### src/rtl/uart_rx_pkg.sv
`default_nettype none
// ============================================================================
// Module      : uart_rx_pkg
// Description : Shared definitions for the UART receiver frame sequencer:
//               FSM state encoding, the legal oversampling ratios expressed
//               as Prescale values, and the default frame data width.
// Revision    : 1.0 - initial release
// ============================================================================
package uart_rx_pkg;

    // Default number of data bits per frame
    localparam int c_DEFAULT_DATA_W = 8;

    // Legal Prescale settings (bit period minus 1) for 8x, 16x, 32x sampling
    localparam int c_PRESCALE_X8  = 7;
    localparam int c_PRESCALE_X16 = 15;
    localparam int c_PRESCALE_X32 = 31;

    // Frame sequencer states, 3-bit binary
    typedef enum logic [2:0] {
        IDLE   = 3'd0,
        START  = 3'd1,
        DATA   = 3'd2,
        PARITY = 3'd3,
        STOP   = 3'd4
    } uart_rx_state_e;

endpackage : uart_rx_pkg
`default_nettype wire

### src/rtl/uart_rx_fsm_if.sv
`default_nettype none
// ============================================================================
// Module      : uart_rx_fsm_if
// Description : Signal bundle between the UART RX frame sequencer and its
//               neighbours (edge/bit counter, sampler, deserializer,
//               start/parity/stop checkers).
//   slave  modport : the sequencer itself
//   master modport : the surrounding RX top level
//   Inputs to sequencer : RX_IN, PAR_EN, Prescale, bit_cnt, edge_cnt,
//                         strt_glitch, par_err, stp_err
//   Outputs of sequencer: enable, dat_samp_en, deser_en, strt_chk_en,
//                         par_chk_en, stp_chk_en, data_valid
//                         (+ parity_error, framing_error when
//                          UART_RX_FSM_ERR_FLAGS_EN is defined)
// Revision    : 1.0 - initial release
// ============================================================================
interface uart_rx_fsm_if #(
    parameter int PRESCALE_W = 5,
    parameter int BIT_CNT_W  = 4
);
    logic                  RX_IN;
    logic                  PAR_EN;
    logic [PRESCALE_W-1:0] Prescale;
    logic [BIT_CNT_W-1:0]  bit_cnt;
    logic [PRESCALE_W-1:0] edge_cnt;
    logic                  strt_glitch;
    logic                  par_err;
    logic                  stp_err;

    logic                  enable;
    logic                  dat_samp_en;
    logic                  deser_en;
    logic                  strt_chk_en;
    logic                  par_chk_en;
    logic                  stp_chk_en;
    logic                  data_valid;

`ifdef UART_RX_FSM_ERR_FLAGS_EN
    logic                  parity_error;
    logic                  framing_error;

    modport slave (
        input  RX_IN, PAR_EN, Prescale, bit_cnt, edge_cnt,
               strt_glitch, par_err, stp_err,
        output enable, dat_samp_en, deser_en, strt_chk_en,
               par_chk_en, stp_chk_en, data_valid,
               parity_error, framing_error
    );

    modport master (
        output RX_IN, PAR_EN, Prescale, bit_cnt, edge_cnt,
               strt_glitch, par_err, stp_err,
        input  enable, dat_samp_en, deser_en, strt_chk_en,
               par_chk_en, stp_chk_en, data_valid,
               parity_error, framing_error
    );
`else
    modport slave (
        input  RX_IN, PAR_EN, Prescale, bit_cnt, edge_cnt,
               strt_glitch, par_err, stp_err,
        output enable, dat_samp_en, deser_en, strt_chk_en,
               par_chk_en, stp_chk_en, data_valid
    );

    modport master (
        output RX_IN, PAR_EN, Prescale, bit_cnt, edge_cnt,
               strt_glitch, par_err, stp_err,
        input  enable, dat_samp_en, deser_en, strt_chk_en,
               par_chk_en, stp_chk_en, data_valid
    );
`endif

endinterface : uart_rx_fsm_if
`default_nettype wire

### src/rtl/uart_rx_fsm.sv
`default_nettype none
// ============================================================================
// Module      : uart_rx_fsm
// Description : UART receiver frame sequencer. Detects the start condition,
//               gates the external edge/bit counter, schedules the sampler,
//               deserializer and start/parity/stop checkers at fixed edge
//               positions and pulses data_valid for every error-free frame.
// Ports       :
//   uart_rx_fsm_clk  in  clock
//   uart_rx_fsm_rst  in  asynchronous reset, active-low
//   rx_if            uart_rx_fsm_if.slave bundle (see interface header)
// Optional    : UART_RX_FSM_ERR_FLAGS_EN adds parity_error / framing_error
//               one-cycle pulses on the interface.
// Revision    : 1.0 - initial release
// ============================================================================
module uart_rx_fsm
    import uart_rx_pkg::*;
#(
    parameter int DATA_W     = c_DEFAULT_DATA_W,
    parameter int PRESCALE_W = 5,
    parameter int BIT_CNT_W  = 4
) (
    input  wire          uart_rx_fsm_clk,
    input  wire          uart_rx_fsm_rst,
    uart_rx_fsm_if.slave rx_if
);

    localparam logic [BIT_CNT_W-1:0]  c_LAST_DATA_BIT = BIT_CNT_W'(DATA_W);
    localparam logic [PRESCALE_W-1:0] c_ONE           = PRESCALE_W'(1);
    localparam logic [PRESCALE_W-1:0] c_TWO           = PRESCALE_W'(2);

    uart_rx_state_e state_q, state_d;
    logic par_en_q,      par_en_d;
    logic enable_q,      enable_d;
    logic dat_samp_en_q, dat_samp_en_d;
    logic deser_en_q,    deser_en_d;
    logic strt_chk_en_q, strt_chk_en_d;
    logic par_chk_en_q,  par_chk_en_d;
    logic stp_chk_en_q,  stp_chk_en_d;
    logic data_valid_q,  data_valid_d;
`ifdef UART_RX_FSM_ERR_FLAGS_EN
    logic parity_error_q,  parity_error_d;
    logic framing_error_q, framing_error_d;
`endif

    logic [PRESCALE_W-1:0] w_mid;
    logic [PRESCALE_W-1:0] w_edge_nxt;
    logic                  w_bit_end;
    logic                  w_active_nxt;
    logic                  w_samp_win;
    logic                  w_strobe_pos;

    assign w_mid     = rx_if.Prescale >> 1;
    assign w_bit_end = enable_q && (rx_if.edge_cnt == rx_if.Prescale);

    // All outputs are registered, yet must be visible while the counter
    // shows the target edge. Decode against the counter value for the next
    // cycle instead: the counter clears while enable is low and wraps at
    // bit_end, otherwise it advances by one.
    assign w_edge_nxt = !enable_q  ? '0 :
                        w_bit_end  ? '0 :
                        rx_if.edge_cnt + c_ONE;

    assign w_samp_win   = (w_edge_nxt >= (w_mid - c_ONE)) &&
                          (w_edge_nxt <= (w_mid + c_ONE));
    assign w_strobe_pos = (w_edge_nxt == (w_mid + c_TWO));

    // ------------------------------------------------------------------
    // Next-state and output decode
    // ------------------------------------------------------------------
    always_comb begin
        state_d         = state_q;
        par_en_d        = par_en_q;
        data_valid_d    = 1'b0;
`ifdef UART_RX_FSM_ERR_FLAGS_EN
        parity_error_d  = 1'b0;
        framing_error_d = 1'b0;
`endif

        case (state_q)
            IDLE: begin
                if (!rx_if.RX_IN) begin
                    state_d  = START;
                    par_en_d = rx_if.PAR_EN;
                end
            end
            START: begin
                if (w_bit_end) begin
                    state_d = rx_if.strt_glitch ? IDLE : DATA;
                end
            end
            DATA: begin
                if (w_bit_end && (rx_if.bit_cnt == c_LAST_DATA_BIT)) begin
                    state_d = par_en_q ? PARITY : STOP;
                end
            end
            PARITY: begin
                if (w_bit_end) begin
                    if (rx_if.par_err) begin
                        state_d = IDLE;
`ifdef UART_RX_FSM_ERR_FLAGS_EN
                        parity_error_d = 1'b1;
`endif
                    end else begin
                        state_d = STOP;
                    end
                end
            end
            STOP: begin
                if (w_bit_end) begin
                    state_d      = IDLE;
                    data_valid_d = !rx_if.stp_err;
`ifdef UART_RX_FSM_ERR_FLAGS_EN
                    framing_error_d = rx_if.stp_err;
`endif
                end
            end
            default: begin
                state_d = IDLE;
            end
        endcase

        // Counter enable follows the state it will be in next cycle, so
        // it rises together with START and falls together with IDLE.
        w_active_nxt  = (state_d != IDLE);
        enable_d      = w_active_nxt;
        dat_samp_en_d = w_active_nxt && w_samp_win;

        // The states are mutually exclusive, so at most one strobe fires.
        strt_chk_en_d = w_strobe_pos && (state_d == START);
        deser_en_d    = w_strobe_pos && (state_d == DATA);
        par_chk_en_d  = w_strobe_pos && (state_d == PARITY);
        stp_chk_en_d  = w_strobe_pos && (state_d == STOP);
    end

    // ------------------------------------------------------------------
    // State and output registers
    // ------------------------------------------------------------------
    always_ff @(posedge uart_rx_fsm_clk or negedge uart_rx_fsm_rst) begin
        if (!uart_rx_fsm_rst) begin
            state_q         <= IDLE;
            par_en_q        <= 1'b0;
            enable_q        <= 1'b0;
            dat_samp_en_q   <= 1'b0;
            deser_en_q      <= 1'b0;
            strt_chk_en_q   <= 1'b0;
            par_chk_en_q    <= 1'b0;
            stp_chk_en_q    <= 1'b0;
            data_valid_q    <= 1'b0;
`ifdef UART_RX_FSM_ERR_FLAGS_EN
            parity_error_q  <= 1'b0;
            framing_error_q <= 1'b0;
`endif
        end else begin
            state_q         <= state_d;
            par_en_q        <= par_en_d;
            enable_q        <= enable_d;
            dat_samp_en_q   <= dat_samp_en_d;
            deser_en_q      <= deser_en_d;
            strt_chk_en_q   <= strt_chk_en_d;
            par_chk_en_q    <= par_chk_en_d;
            stp_chk_en_q    <= stp_chk_en_d;
            data_valid_q    <= data_valid_d;
`ifdef UART_RX_FSM_ERR_FLAGS_EN
            parity_error_q  <= parity_error_d;
            framing_error_q <= framing_error_d;
`endif
        end
    end

    assign rx_if.enable      = enable_q;
    assign rx_if.dat_samp_en = dat_samp_en_q;
    assign rx_if.deser_en    = deser_en_q;
    assign rx_if.strt_chk_en = strt_chk_en_q;
    assign rx_if.par_chk_en  = par_chk_en_q;
    assign rx_if.stp_chk_en  = stp_chk_en_q;
    assign rx_if.data_valid  = data_valid_q;
`ifdef UART_RX_FSM_ERR_FLAGS_EN
    assign rx_if.parity_error  = parity_error_q;
    assign rx_if.framing_error = framing_error_q;
`endif

endmodule : uart_rx_fsm
`default_nettype wire

### src/flat_wrapper.sv
// flat-port wrapper written by rule: the top's interface ports become plain ports
module uart_rx_fsm_flat import uart_rx_pkg::*;
#(
    parameter int DATA_W     = c_DEFAULT_DATA_W,
    parameter int PRESCALE_W = 5,
    parameter int BIT_CNT_W  = 4
)
  (uart_rx_fsm_clk, uart_rx_fsm_rst, rx_if_RX_IN, rx_if_PAR_EN, rx_if_Prescale, rx_if_bit_cnt, rx_if_edge_cnt, rx_if_strt_glitch, rx_if_par_err, rx_if_stp_err, rx_if_enable, rx_if_dat_samp_en, rx_if_deser_en, rx_if_strt_chk_en, rx_if_par_chk_en, rx_if_stp_chk_en, rx_if_data_valid);
  uart_rx_fsm_if #(.PRESCALE_W(PRESCALE_W), .BIT_CNT_W(BIT_CNT_W)) rx_if_i ();
  input  wire uart_rx_fsm_clk;
  input  wire uart_rx_fsm_rst;
  input wire logic [$bits(rx_if_i.RX_IN)-1:0] rx_if_RX_IN;
  input wire logic [$bits(rx_if_i.PAR_EN)-1:0] rx_if_PAR_EN;
  input wire logic [$bits(rx_if_i.Prescale)-1:0] rx_if_Prescale;
  input wire logic [$bits(rx_if_i.bit_cnt)-1:0] rx_if_bit_cnt;
  input wire logic [$bits(rx_if_i.edge_cnt)-1:0] rx_if_edge_cnt;
  input wire logic [$bits(rx_if_i.strt_glitch)-1:0] rx_if_strt_glitch;
  input wire logic [$bits(rx_if_i.par_err)-1:0] rx_if_par_err;
  input wire logic [$bits(rx_if_i.stp_err)-1:0] rx_if_stp_err;
  output wire logic [$bits(rx_if_i.enable)-1:0] rx_if_enable;
  output wire logic [$bits(rx_if_i.dat_samp_en)-1:0] rx_if_dat_samp_en;
  output wire logic [$bits(rx_if_i.deser_en)-1:0] rx_if_deser_en;
  output wire logic [$bits(rx_if_i.strt_chk_en)-1:0] rx_if_strt_chk_en;
  output wire logic [$bits(rx_if_i.par_chk_en)-1:0] rx_if_par_chk_en;
  output wire logic [$bits(rx_if_i.stp_chk_en)-1:0] rx_if_stp_chk_en;
  output wire logic [$bits(rx_if_i.data_valid)-1:0] rx_if_data_valid;
  assign rx_if_i.RX_IN = rx_if_RX_IN;
  assign rx_if_i.PAR_EN = rx_if_PAR_EN;
  assign rx_if_i.Prescale = rx_if_Prescale;
  assign rx_if_i.bit_cnt = rx_if_bit_cnt;
  assign rx_if_i.edge_cnt = rx_if_edge_cnt;
  assign rx_if_i.strt_glitch = rx_if_strt_glitch;
  assign rx_if_i.par_err = rx_if_par_err;
  assign rx_if_i.stp_err = rx_if_stp_err;
  assign rx_if_enable = rx_if_i.enable;
  assign rx_if_dat_samp_en = rx_if_i.dat_samp_en;
  assign rx_if_deser_en = rx_if_i.deser_en;
  assign rx_if_strt_chk_en = rx_if_i.strt_chk_en;
  assign rx_if_par_chk_en = rx_if_i.par_chk_en;
  assign rx_if_stp_chk_en = rx_if_i.stp_chk_en;
  assign rx_if_data_valid = rx_if_i.data_valid;
  uart_rx_fsm #(.DATA_W(DATA_W), .PRESCALE_W(PRESCALE_W), .BIT_CNT_W(BIT_CNT_W)) u_core (.uart_rx_fsm_clk(uart_rx_fsm_clk), .uart_rx_fsm_rst(uart_rx_fsm_rst), .rx_if(rx_if_i));
endmodule
### config.mk
export PLATFORM = sky130hd
export DESIGN_NAME = uart_rx_fsm_flat
export DESIGN_NICKNAME = d
export VERILOG_FILES = /design/src/rtl/uart_rx_pkg.sv /design/src/rtl/uart_rx_fsm_if.sv /design/src/rtl/uart_rx_fsm.sv /design/src/flat_wrapper.sv
export SDC_FILE = /design/constraint.sdc
export NUM_CORES = 1
export LEC_CHECK = 0
export BUFFER_PORTS_ARGS = -buffer_cell sky130_fd_sc_hd__buf_2
export CORE_UTILIZATION = 35
export CTS_CLUSTER_DIAMETER = 60
export CTS_CLUSTER_SIZE = 24
export DETAILED_ROUTE_END_ITERATION = 10
export GPL_TIMING_DRIVEN = 1
export HOLD_SLACK_MARGIN = 0.15
export PLACE_DENSITY = 0.66
export SYNTH_ARGS = -nofsm -noshare
export SYNTH_HDL_FRONTEND = slang
export SYNTH_SLANG_ARGS = --single-unit
### constraint.sdc
create_clock -name uart_rx_fsm_clk -period 6 [get_ports uart_rx_fsm_clk]
set_clock_uncertainty 0.2 [all_clocks]
set_input_delay 1.8 -clock uart_rx_fsm_clk [delete_from_list [all_inputs] [get_ports uart_rx_fsm_clk]]
set_output_delay 1.8 -clock uart_rx_fsm_clk [all_outputs]
set_load 0.01 [all_outputs]
After elaboration in Yosys (flattened, before gate mapping)
Cells that the tools add are included.

word-level totals
  flip-flop bits (word level) = 11
  output and inout bits = 7

operators by class
  $add $sub $neg = 4
  order comparisons = 2
  equality and inequality tests = 11
  multiplexer cells = 13
  bitwise gates (word level) = 1
  reductions and logical operators = 12

operators with widths
  operator             number
  $mux 3               7
  $pmux 3 s5           1
  $eq 3x2->1 const B   4
  $eq 5x5->1           2
  $mux 5               2
  $logic_and 1x1->1    8
  $eq 3x1->1 const B   2
  $eq 3x3->1 const B   2
  $add 4x1->5 const B  1
  $add 4x2->5 const B  1
  $add 5x1->5 const B  1
  $ge 5x5->1           1
  $le 5x5->1           1
  $sub 4x1->5 const B  1
  $eq 4x4->1 const B   1
  $logic_not 3->1      1
  $reduce_bool 3->1    1
  $mux 1               2
  $mux 2               1
  $reduce_and 2->1     1
  $logic_not 1->1      1
  $not 1->1            1

Longest topological paths before layout
Gate-level depths: netlist of run 1.

  word-level depth = 7
  gate-level depth with buffers = 12
  mapped depth without buffers = 11

Least setup slack after synthesis of run 1
OpenSTA, ideal clock, no wires.

  path kind = input port to flip-flop
  start = input port rx_if_Prescale[3]
  end = register u_core.strt_chk_en_q (netlist: u_core.rx_if.strt_chk_en)
  setup time = 0.120 ns
  arrival = 3.750 ns
  slack = 1.930 ns
  stages = 10
  path through = buf_2 > xor2_1 > nor2_1 > a21bo_4 > or2_2 > ha_1 > nor2b_1 > a32o_1 > o211ai_2 > and3b_1

on the way
  longest elaborated chain between the ends = 7
  elaborated cells on any way between the ends = 14
  classes of those cells = 1 x add/sub; 3 x eq/ne; 7 x mux; 3 x reduce/logical

ends and longest elaborated chain
  element                         RTL line            source
  from (decl)                     flat_wrapper.sv:14  input wire logic [$bits(rx_if_i.Prescale)-1:0] rx_if_Prescale;
  $eq 5x5->1                      uart_rx_fsm.sv:54   assign w_bit_end = enable_q && (rx_if.edge_cnt == rx_if.Prescale);
  $logic_and 1x1->1               uart_rx_fsm.sv:54
  $logic_and 1x1->1               uart_rx_fsm.sv:93   if (w_bit_end && (rx_if.bit_cnt == c_LAST_DATA_BIT)) begin
  $mux 3                          uart_rx_fsm.sv:93
  $pmux 3 s5                      uart_rx_fsm.sv:80   case (state_q)
  $eq 3x1->1                      uart_rx_fsm.sv:130  strt_chk_en_d = w_strobe_pos && (state_d == START);
  $logic_and 1x1->1 *             uart_rx_fsm.sv:130
  named net u_core.strt_chk_en_d  uart_rx_fsm.sv:37   logic strt_chk_en_q, strt_chk_en_d;
  to (signal assigned)            uart_rx_fsm.sv:160  strt_chk_en_q <= strt_chk_en_d;
  to (decl)                       uart_rx_fsm.sv:37

Mark *: on every way through the listed nets, which the timed path passes. The rest lies on a longest branch.
A chain may end at the register's enable or synchronous reset.

Worst setup path after layout of run 1
  start = input port rx_if_Prescale[1]
  end = register u_core.par_chk_en_q (netlist: u_core.rx_if.par_chk_en)

on the way
  longest elaborated chain between the ends = 7
  elaborated cells on any way between the ends = 14
  classes of those cells = 1 x add/sub; 3 x eq/ne; 7 x mux; 3 x reduce/logical

ends and longest elaborated chain
  element                        RTL line            source
  $eq 5x5->1                     uart_rx_fsm.sv:54
  $logic_and 1x1->1              uart_rx_fsm.sv:54
  $logic_and 1x1->1              uart_rx_fsm.sv:93
  $mux 3                         uart_rx_fsm.sv:93
  $pmux 3 s5                     uart_rx_fsm.sv:80
  $eq 3x2->1                     uart_rx_fsm.sv:132  par_chk_en_d = w_strobe_pos && (state_d == PARITY);
  $logic_and 1x1->1 *            uart_rx_fsm.sv:132
  named net u_core.par_chk_en_d  uart_rx_fsm.sv:38   logic par_chk_en_q, par_chk_en_d;
  to (signal assigned)           uart_rx_fsm.sv:161  par_chk_en_q <= par_chk_en_d;
  to (decl)                      uart_rx_fsm.sv:38

Marks and branches as above.

==> results of run 1 <==
## state kept, by name (all words and copies together), names as in the netlist
register	cells
u_core.par_en_q	1
u_core.rx_if.dat_samp_en	1
u_core.rx_if.data_valid	1
u_core.rx_if.deser_en	1
u_core.rx_if.enable	1
u_core.rx_if.par_chk_en	1
u_core.rx_if.stp_chk_en	1
u_core.rx_if.strt_chk_en	1
u_core.state_q	3
## area by class of cell
type | instances | area [µm²] | share of cell area [%]
Multi-Input combinational cell | 117 | 894.6 | 62.83
Sequential cell | 11 | 275.3 | 19.33
Timing Repair Buffer | 27 | 135.1 | 9.490
Tap cell | 46 | 57.56 | 4.042
Inverter | 9 | 33.78 | 2.373
Clock buffer | 3 | 22.52 | 1.582
Clock inverter | 1 | 5.005 | 0.3515
## metal layers
| metal | up-vias | global-route usage (%) | share of wire [%] |
|---|---|---|---|
| met4 | 0 | 2.857 | 0 |
| met1 | 470 | 19.16 | 50 |
| met3 | 0 | 1.242 | 3.1 |
| met5 | - | 0 | 0 |
| li1 | 546 | - | - |
| met2 | 24 | 23.04 | 47 |
## placed cells by master, fill, tap and decap left out, types with 3 or more instances in the layout
cell type,synthesis,layout
inv_1,9,9
ha_1,15,15
nand3_1,7,7
clkbuf_4,0,3
a21oi_1,6,6
nand2b_1,4,4
nor3_1,4,4
nor2_1,14,14
xnor2_1,5,5
xor2_1,10,10
o21ai_0,7,7
dfrtp_1,11,11
nand2_1,16,16
buf_2,1,27
## power groups by stage
stage / Combinational [mW] / Sequential (mW) / Clock (mW)
3_3_place_gp: 0.155 / 0.108 / 0
2_1_floorplan: 0.117 / 0.107 / 0
5_1_grt: 0.178 / 0.109 / 0.0539
6_report: 0.155 / 0.106 / 0.0491
4_1_cts: 0.157 / 0.106 / 0.0504
3_5_place_dp: 0.156 / 0.108 / 0
## kinds of logic (layout without fill, tap and decap cells)
family,count (synthesis),in the layout,synth area share (%)
XOR/XNOR,16,16,11.82
buffers and inverters,14,40,6.311
AND/OR/NAND/NOR,55,55,24.25
flip-flops,11,11,22.04
adder cells (fa/ha/maj),15,15,15.03
AO/OA/AOI/OAI,29,29,18.84
multiplexers,2,2,1.703
## worst max path at each step
stage	from	endpoint	slack, ns	cells past startpoint
after floorplan	rx_if_Prescale[3]	u_core.rx_if.strt_chk_en$_DFF_PN0_	1.93	10
after detailed placement	rx_if_Prescale[4]	u_core.rx_if.par_chk_en$_DFF_PN0_	1.70	11
after CTS	rx_if_Prescale[4]	u_core.rx_if.par_chk_en$_DFF_PN0_	1.98	11
after global placement	rx_if_Prescale[4]	u_core.rx_if.strt_chk_en$_DFF_PN0_	1.76	10
final	rx_if_Prescale[1]	u_core.rx_if.par_chk_en$_DFF_PN0_	2.00	11
after global routing	rx_if_Prescale[3]	u_core.rx_if.par_chk_en$_DFF_PN0_	1.83	11
## through the flow
stage / power (mW) / util, % / cell area [µm²] / std cells
after floorplan: 0.2238 / - / 1249 / 142
after global placement: 0.2627 / 41.20 / 1396 / 210
after detailed placement: 0.2638 / 41.20 / 1396 / 210
after CTS: 0.3132 / 42.01 / 1424 / 214
after global routing: 0.3401 / 42.01 / 1424 / 214
final: 0.3103 / 42.01 / 1424 / 214
## critical path, cell delays in order
cell and delay, ns:
buf_2 0.13, xor2_1 0.27, nor3_4 0.09, a21bo_4 0.24, or2_2 0.28, ha_1 0.34
nor2_1 0.17, nand3_1 0.09, nand2_1 0.08, o211ai_2 0.13, a2111oi_2 0.35
==> flow_metrics.env, run 1 <==
export IMPL_cts_repair_resized=0
export IMPL_antenna_found_initial=0
export IMPL_area_growth_pct=14.03
export IMPL_die_area_um2=3811
export IMPL_synth_ff_type="dfrtp_1"
export IMPL_synth_seq_area_share_pct=22.04
export IMPL_grt_pass1_vias=939
export IMPL_num_rows=21
export IMPL_critPathKind="in2reg"
export IMPL_vias_per_cell=4.860
export IMPL_fillers=329
export IMPL_h_tree_depth=1
export IMPL_finalHoldViolations=0
export IMPL_ys_types=43
export IMPL_synth_common_cells="nand2_1, ha_1, nor2_1"
export IMPL_crit_path_end_kind="flip-flop"
export IMPL_drtIter0Drc=53
export IMPL_io_buffers=27
export IMPL_drive_gt1_share_pct=26.79
export IMPL_async_flop_share_pct=100.0
export IMPL_clock_latency_ns=0.27
export IMPL_maxCapViolCount=0
export IMPL_synth_fp_nets=178
export IMPL_crit_arrival_ns=3.96
export IMPL_hold_worst_slack_ns=0.3682
export IMPL_cts_sinks=11
export IMPL_synth_enable_flop_cells=0
export IMPL_yosysTopAreaCell="dfrtp_1"
export IMPL_worstPathRequired_ns=5.96
export IMPL_grt_use_total_pct=13.68
export IMPL_drv_slew=0
export IMPL_synthCells=142
export IMPL_fin_crit_ns=4.002
export IMPL_start_util_pct=36.84
export IMPL_yosys_register_bits=11
export IMPL_pin_count=28
export IMPL_ant_nets=0
export IMPL_die_height_um=61.73
export IMPL_powerDensity_nw_per_um2=217.9
export IMPL_relSlewSlack_pct=80.90
export IMPL_synthDominantCellAreaShare_pct=22.04
export IMPL_cts_post_setup_buffers_inserted=0
export IMPL_cts_inserted_buffers=3
export IMPL_yosys_top_cells_area="dfrtp_1, ha_1, xor2_1, nand2_1, nor2_1"
export IMPL_num_antenna_cells=0
export IMPL_dp_hpwl_um=2031
export IMPL_setup_slack_ns=1.998
export IMPL_r2r_end="u_core.rx_if.par_chk_en$_DFF_PN0_"
export IMPL_worstPathMaxFanout=8
export IMPL_syn_area_per_cell_um2=8.794
export IMPL_finalCritPeriodShare_pct=66.70
export IMPL_tns_ns=0
export IMPL_rrSetupSlack_ns=3.53
export IMPL_pwr_share_seq_pct=34.2
export IMPL_synth_most_common_cell="nand2_1"
export IMPL_grt_setup_unrepaired="no"
export IMPL_num_vias=1040
export IMPL_combinationalPowerShare_pct=49.9
export IMPL_grt_pass1_wl_um=3933
export IMPL_status="complete, no violations"
export IMPL_dp_slack_ns=1.695
export IMPL_wl_um=2352
export IMPL_place_gp_congestion=0.7733
export IMPL_clkPwrFrac_pct=15.8
export IMPL_setup_viol=0
export IMPL_cts_buffer_depth=2
export IMPL_reg2reg_depth=8
export IMPL_dr_pass1_iters=6
export IMPL_cts_hold_buf=0
export IMPL_syn_area_um2=1249
export IMPL_root_buffer="clkbuf_4"
export IMPL_swShare_pct=41.78
export IMPL_grt_overflow_total=0
export IMPL_vdd_ir_drop_max_uv=73.95
export IMPL_fin_nets=205
export IMPL_tightestPinTransition_ns=0.2844
export IMPL_chipWidth_um=61.73
export IMPL_wire_per_inst_um=10.99
export IMPL_grt_max_degree=12
export IMPL_whs_path_depth=1
export IMPL_yosys_warnings=0
export IMPL_min_from="u_core.par_en_q$_DFFE_PN0P_"
export IMPL_switching_power_mw=0.1296
export IMPL_drc=0
export IMPL_holdPathEnd="u_core.par_en_q$_DFFE_PN0P_"
export IMPL_startpoint_type="input pin"
export IMPL_p_int_mw=0.1806
export IMPL_fmaxAchievable_ghz=0.2499
export IMPL_r2r_start="u_core.rx_if.enable$_DFF_PN0_"
export IMPL_cts_tree="yes"
export IMPL_min_path_type="reg2reg"
export IMPL_leakagePower_nw=0.6824
export IMPL_core_um2=3390
export IMPL_clk_pin_slew_ns=0.07
Note: power is estimated with default switching activity, not from simulation.
==> run 2, diff against run 1 <==
clock period = 4 ns   (was 6 ns; I/O delays follow)
==> run 2 against run 1 <==
  * Wire length about the same
  * Critical endpoint is now u_core.rx_if.strt_chk_en$_DFF_PN0_
  * Highest routed layer is now met4
  * Sequential share of layout area unchanged
  * Register-to-register slack worse by 2.0 ns
  * Design area unchanged
  * Critical path type unchanged
  * Combinational power up 50%
  * Via count down 0.96%
  * Flip-flop and latch count unchanged
  * First-iteration DRC count up 3.8%
  * Power up 50%
  * Clock-buffer cell count unchanged
  * Die area unchanged
  * Final cell count unchanged
==> flow_metrics.env, run 2 (synthesis results as in run 1) <==
export IMPL_status="complete, no violations"
export IMPL_combinationalPowerShare_pct=49.7
export IMPL_drv_slew=0
export IMPL_die_height_um=61.73
export IMPL_wl_um=2351
export IMPL_cts_tree="yes"
export IMPL_num_rows=21
export IMPL_grt_pass1_wl_um=3995
export IMPL_cts_post_setup_buffers_inserted=0
export IMPL_stdcell_count=214
export IMPL_cpLargestDelayFamily="compound AO/OA/AOI/OAI gates"
export IMPL_dp_hpwl_um=1994
export IMPL_h_tree_depth=1
export IMPL_vias_per_cell=4.813
export IMPL_wire_per_inst_um=10.99
export IMPL_pin_count=28
export IMPL_grt_setup_unrepaired="no"
export IMPL_startpoint_type="input pin"
export IMPL_fin_nets=205
export IMPL_min_path_type="reg2reg"
export IMPL_setup_viol=0
export IMPL_fillers=338
export IMPL_crit_path_end_kind="flip-flop"
export IMPL_drive_gt1_share_pct=26.79
export IMPL_placed_area_um2=1396
export IMPL_clock_latency_ns=0.27
export IMPL_ant_nets=0
export IMPL_chipWidth_um=61.73
export IMPL_crit_chain="buf_2 -> xor2_1 -> nor3_4 -> a21bo_4 -> or2_2 -> ha_1 -> nor2b_1 -> a32o_1 -> o211ai_2 -> and3b_1"
export IMPL_layout_common_cells="buf_2, nand2_1, ha_1"
export IMPL_slowest_stage="ha_1"
export IMPL_start_util_pct=36.84
export IMPL_worstPathRequired_ns=3.97
export IMPL_regArea_um2=275.3
export IMPL_num_vias=1030
export IMPL_grt_pass1_vias=948
export IMPL_vdd_ir_drop_max_uv=89.73
export IMPL_grt_use_total_pct=13.86
export IMPL_io_buffers=27
export IMPL_core_um2=3390
export IMPL_grt_overflow_total=0
export IMPL_root_buffer="clkbuf_4"
export IMPL_cts_sinks=11
export IMPL_fmaxAchievable_ghz=0.2949
export IMPL_drc=0
export IMPL_clkPwrFrac_pct=16.2
export IMPL_place_gp_congestion=0.7741
export IMPL_finalHoldViolations=0
export IMPL_drtIter0Drc=55
export IMPL_multi_input_area_um2=894.6
export IMPL_tns_ns=0
export IMPL_grtUsageMet3_pct=1.242
export IMPL_finalCritPeriodShare_pct=84.76
export IMPL_cts_hold_buf=0
export IMPL_dp_cells=210
export IMPL_critical_path_max_stage_delay_ns=0.36
export IMPL_stdcell_area_um2=1424
export IMPL_critPathKind="in2reg"
export IMPL_grt_max_degree=12
export IMPL_antenna_found_initial=0
export IMPL_worstPathMaxFanout=8
export IMPL_clk_pin_slew_ns=0.08
export IMPL_mostFrequentLayoutCell="buf_2"
export IMPL_fin_crit_ns=3.390
export IMPL_dr_pass1_iters=4
export IMPL_cts_inserted_buffers=3
export IMPL_swShare_pct=42.04
export IMPL_grt_use_met2_pct=23.66
export IMPL_area_growth_pct=14.03
export IMPL_cts_repair_resized=0
export IMPL_regMostFlops="u_core.state_q"
export IMPL_p_int_mw=0.2704
export IMPL_power_mw=0.4666
export IMPL_crit_arrival_ns=3.36
export IMPL_num_antenna_cells=0
export IMPL_largest_register_ffs=3
export IMPL_tightestPinTransition_ns=0.3038
export IMPL_cts_buffer_depth=2
export IMPL_path_buf_inv=1
export IMPL_leakagePower_nw=0.6824
export IMPL_powerDensity_nw_per_um2=327.7
export IMPL_use_met1_pct=18.77
export IMPL_switching_power_mw=0.1961
export IMPL_die_area_um2=3811
export IMPL_relSlewSlack_pct=79.60
export IMPL_rrSetupSlack_ns=1.55
export IMPL_maxCapViolCount=0
export IMPL_top_usage_layer="met2"
export IMPL_pwr_share_seq_pct=34.0
==> run 2: path summary, 6_finish.rpt <==
kind / end / cells after the start / startpoint
setup / recovery: u_core.rx_if.strt_chk_en$_DFF_PN0_ / 10 / rx_if_Prescale[1]
hold / removal: u_core.par_en_q$_DFFE_PN0P_ / 1 / u_core.par_en_q$_DFFE_PN0P_
setup reg to reg: u_core.rx_if.strt_chk_en$_DFF_PN0_ / 7 / u_core.rx_if.enable$_DFF_PN0_
hold reg to reg: u_core.par_en_q$_DFFE_PN0P_ / 1 / u_core.par_en_q$_DFFE_PN0P_
max in group asynchronous: u_core.state_q[1]$_DFF_PN0_ / 1 / uart_rx_fsm_rst
min in group asynchronous: u_core.state_q[2]$_DFF_PN0_ / 1 / uart_rx_fsm_rst
==> run 2: routing by layer <==
layer	part of all wire, %	wire (µm)
met1	49	1162
met2	46	1081
met3	3.9	91
met4	0.72	17
met5	0	0
==> run 2: worst register-to-register path: cells and delay by family, from the launching register on <==
family | cells | cell delay [ns]
compound gates | 3 | 0.80
simple gates | 3 | 0.55
fa+ha+maj | 1 | 0.36
flops | 1 | 0.44
==> run 2: metrics by stage <==
| stage | setup WS (ns) | utilization [%] | hold slack (ns) |
|---|---|---|---|
| finish | 0.6096 | 42.01 | 0.3730 |
| global placement | 0.3595 | 41.20 | 0.3613 |
| detailed placement | 0.3115 | 41.20 | 0.3523 |
| floorplan | 0.5300 | - | 0.3295 |
| global route | 0.4366 | 42.01 | 0.4141 |
| CTS | 0.5942 | 42.01 | 0.3672 |
==> run 2: layout make-up <==
cell class	count	share of cell area, %
clock buffers	3	1.582
clock inverters	1	0.3515
inverters	9	2.373
multi-input cells	117	62.83
flip-flops and latches	11	19.33
well taps	46	4.042
repair buffers	27	9.490
==> run 2: power groups by stage <==
stage	combinational [mW]	sequential (mW)	clock (mW)
after floorplan	0.176	0.160	0
after global placement	0.232	0.162	0
after detailed placement	0.233	0.161	0
after CTS	0.234	0.159	0.0759
after global routing	0.265	0.163	0.0832
final	0.232	0.159	0.0757
==> run 3, diff against run 2 <==
PLACE_DENSITY = 0.68   (was 0.66)
clock period = 3.1 ns   (was 4 ns; I/O delays follow)
==> run 3 against run 2 <==
  * First-iteration DRC count is 85% higher
  * Die area is the same
  * Combinational power up 44%
  * Power increased by 38%
  * Non-clock buffer count grew 14
  * Clock power up 35%
  * Sequential power grew 30%
  * Wire length is 9.8% higher
  * Final cell count grew 6.5%
  * Setup slack worse by 0.43 ns
==> flow_metrics.env, run 3 (synthesis results as in run 1) <==
export IMPL_ant_nets=0
export IMPL_grtUsageMet3_pct=2.070
export IMPL_regMostFlops="u_core.state_q"
export IMPL_power_mw=0.6422
export IMPL_cpLargestDelayFamily="compound AO/OA/AOI/OAI gates"
export IMPL_mostFrequentLayoutCell="buf_2"
export IMPL_crit_arrival_ns=2.88
export IMPL_clk_pin_slew_ns=0.07
export IMPL_cts_hold_buf=0
export IMPL_area_growth_pct=24.35
export IMPL_wl_um=2581
export IMPL_start_util_pct=36.84
export IMPL_worstPathMaxFanout=6
export IMPL_slowest_stage="a2111oi_2"
export IMPL_grt_overflow_total=0
export IMPL_drive_gt1_share_pct=33.52
export IMPL_chipWidth_um=61.73
export IMPL_r2r_start="u_core.rx_if.enable$_DFF_PN0_"
export IMPL_worstPathRequired_ns=3.07
export IMPL_pin_count=28
export IMPL_fin_nets=219
export IMPL_cts_sinks=11
export IMPL_grt_use_total_pct=15.49
export IMPL_finalHoldViolations=0
export IMPL_use_met1_pct=18.96
export IMPL_io_buffers=27
export IMPL_die_height_um=61.73
export IMPL_finalCritPeriodShare_pct=94.11
export IMPL_powerDensity_nw_per_um2=413.6
export IMPL_cts_post_setup_buffers_inserted=0
export IMPL_fin_util_pct=45.81
export IMPL_dr_pass1_iters=4
export IMPL_setup_slack_ns=0.1827
export IMPL_grt_pass1_vias=1050
export IMPL_fin_crit_ns=2.917
export IMPL_grt_max_degree=12
export IMPL_tightestPinTransition_ns=0.2824
export IMPL_cts_buffer_depth=2
export IMPL_grt_pass1_wl_um=4409
export IMPL_drv_slew=0
export IMPL_leakagePower_nw=0.7504
export IMPL_layout_common_cells="buf_2, nand2_1, ha_1, buf_4, nor2_1"
export IMPL_cts_inserted_buffers=3
export IMPL_antenna_found_initial=0
export IMPL_core_um2=3390
export IMPL_cts_tree="yes"
export IMPL_num_vias=1101
export IMPL_relSlewSlack_pct=81.11
export IMPL_vias_per_cell=4.829
export IMPL_stdcell_area_um2=1553
export IMPL_root_buffer="clkbuf_4"
export IMPL_placed_area_um2=1519
export IMPL_status="complete, no violations"
export IMPL_hold_worst_slack_ns=0.3043
export IMPL_fmaxAchievable_ghz=0.3428
export IMPL_num_rows=21
export IMPL_drc=0
export IMPL_num_antenna_cells=0
export IMPL_min_path_type="in2async"
export IMPL_die_area_um2=3811
export IMPL_dp_hpwl_um=2135
export IMPL_grt_setup_unrepaired="no"
export IMPL_top_usage_layer="met2"
export IMPL_grt_use_met2_pct=27.96
export IMPL_setup_viol=0
export IMPL_path_buf_inv=1
export IMPL_vdd_ir_drop_max_uv=123.4
export IMPL_dp_slack_ns=-0.1277
export IMPL_critPathLaunch="rx_if_Prescale[0]"
export IMPL_maxCapViolCount=0
export IMPL_startpoint_type="input pin"
export IMPL_h_tree_depth=1
export IMPL_critical_path_max_stage_delay_ns=0.34
export IMPL_fillers=337
export IMPL_clock_latency_ns=0.28
export IMPL_crit_path_end_kind="flip-flop"
export IMPL_place_gp_congestion=0.8292
export IMPL_critPathKind="in2reg"
export IMPL_largest_register_ffs=3
export IMPL_crit_chain="buf_2 -> xor2_1 -> nor3_4 -> a21bo_4 -> or2_4 -> ha_4 -> nor2_1 -> o211a_1 -> o211ai_2 -> a2111oi_2"
export IMPL_wire_per_inst_um=11.32
export IMPL_drtIter0Drc=102
## run 3: cell count changes in the layout (fill, tap and decap cells not counted)
cell	change
nor2_2	+1
ha_1	-1
clkinv_2	-1
ha_4	+1
clkbuf_1	+1
xor2_2	+1
nor2_1	-1
or2_2	-1
buf_4	+14
or2_4	+1
xor2_1	-1
## run 3: metrics by stage
stage / setup TNS [ns] / std cells
CTS: 0 / 228
global route: 0 / 228
detailed placement: -0.2968 / 224
finish: 0 / 228
floorplan: 0 / 142
global placement: -0.09415 / 224
## run 3: layer usage
layer | vias to the layer above | share of wire [%]
li1 | 572 | -
met1 | 490 | 46
met2 | 34 | 49
met3 | 5 | 4.2
met4 | 0 | 1.1
met5 | - | 0
## run 3: cell type report
cell class / count / area (µm²) / share of cell area, %
Clock buffer: 4 / 26.28 / 1.692
Inverter: 9 / 33.78 / 2.176
Multi-Input combinational cell: 117 / 919.6 / 59.23
Sequential cell: 11 / 275.3 / 17.73
Tap cell: 46 / 57.56 / 3.707
Timing Repair Buffer: 41 / 240.2 / 15.47
## run 3: where the power goes
part / internal, mW / leakage, nW / switching, mW / total [mW]
Combinational: 0.157 / 0.594 / 0.177 / 0.334
Sequential: 0.170 / 0.142 / 0.0367 / 0.207
Clock: 0.0499 / 0.0150 / 0.0516 / 0.102
Total: 0.377 / 0.750 / 0.265 / 0.642
## run 3: worst paths after layout
| check | end | slack (ns) | depth (start not counted) |
|---|---|---|---|
| max in group asynchronous | u_core.rx_if.strt_chk_en$_DFF_PN0_ | 2.19 | 1 |
| hold reg to reg | u_core.par_en_q$_DFFE_PN0P_ | 0.38 | 1 |
| hold / removal | u_core.rx_if.data_valid$_DFF_PN0_ | 0.30 | 1 |
| setup / recovery | u_core.rx_if.par_chk_en$_DFF_PN0_ | 0.18 | 10 |
| min in group uart_rx_fsm_clk | u_core.par_en_q$_DFFE_PN0P_ | 0.38 | 1 |
| setup reg to reg | u_core.rx_if.par_chk_en$_DFF_PN0_ | 0.75 | 7 |
## run 3: repair_timing
action                     4_1_cts  5_1_grt
setup endpoints to repair        0        1
hold endpoints to repair         0        0
resized for setup                0        1
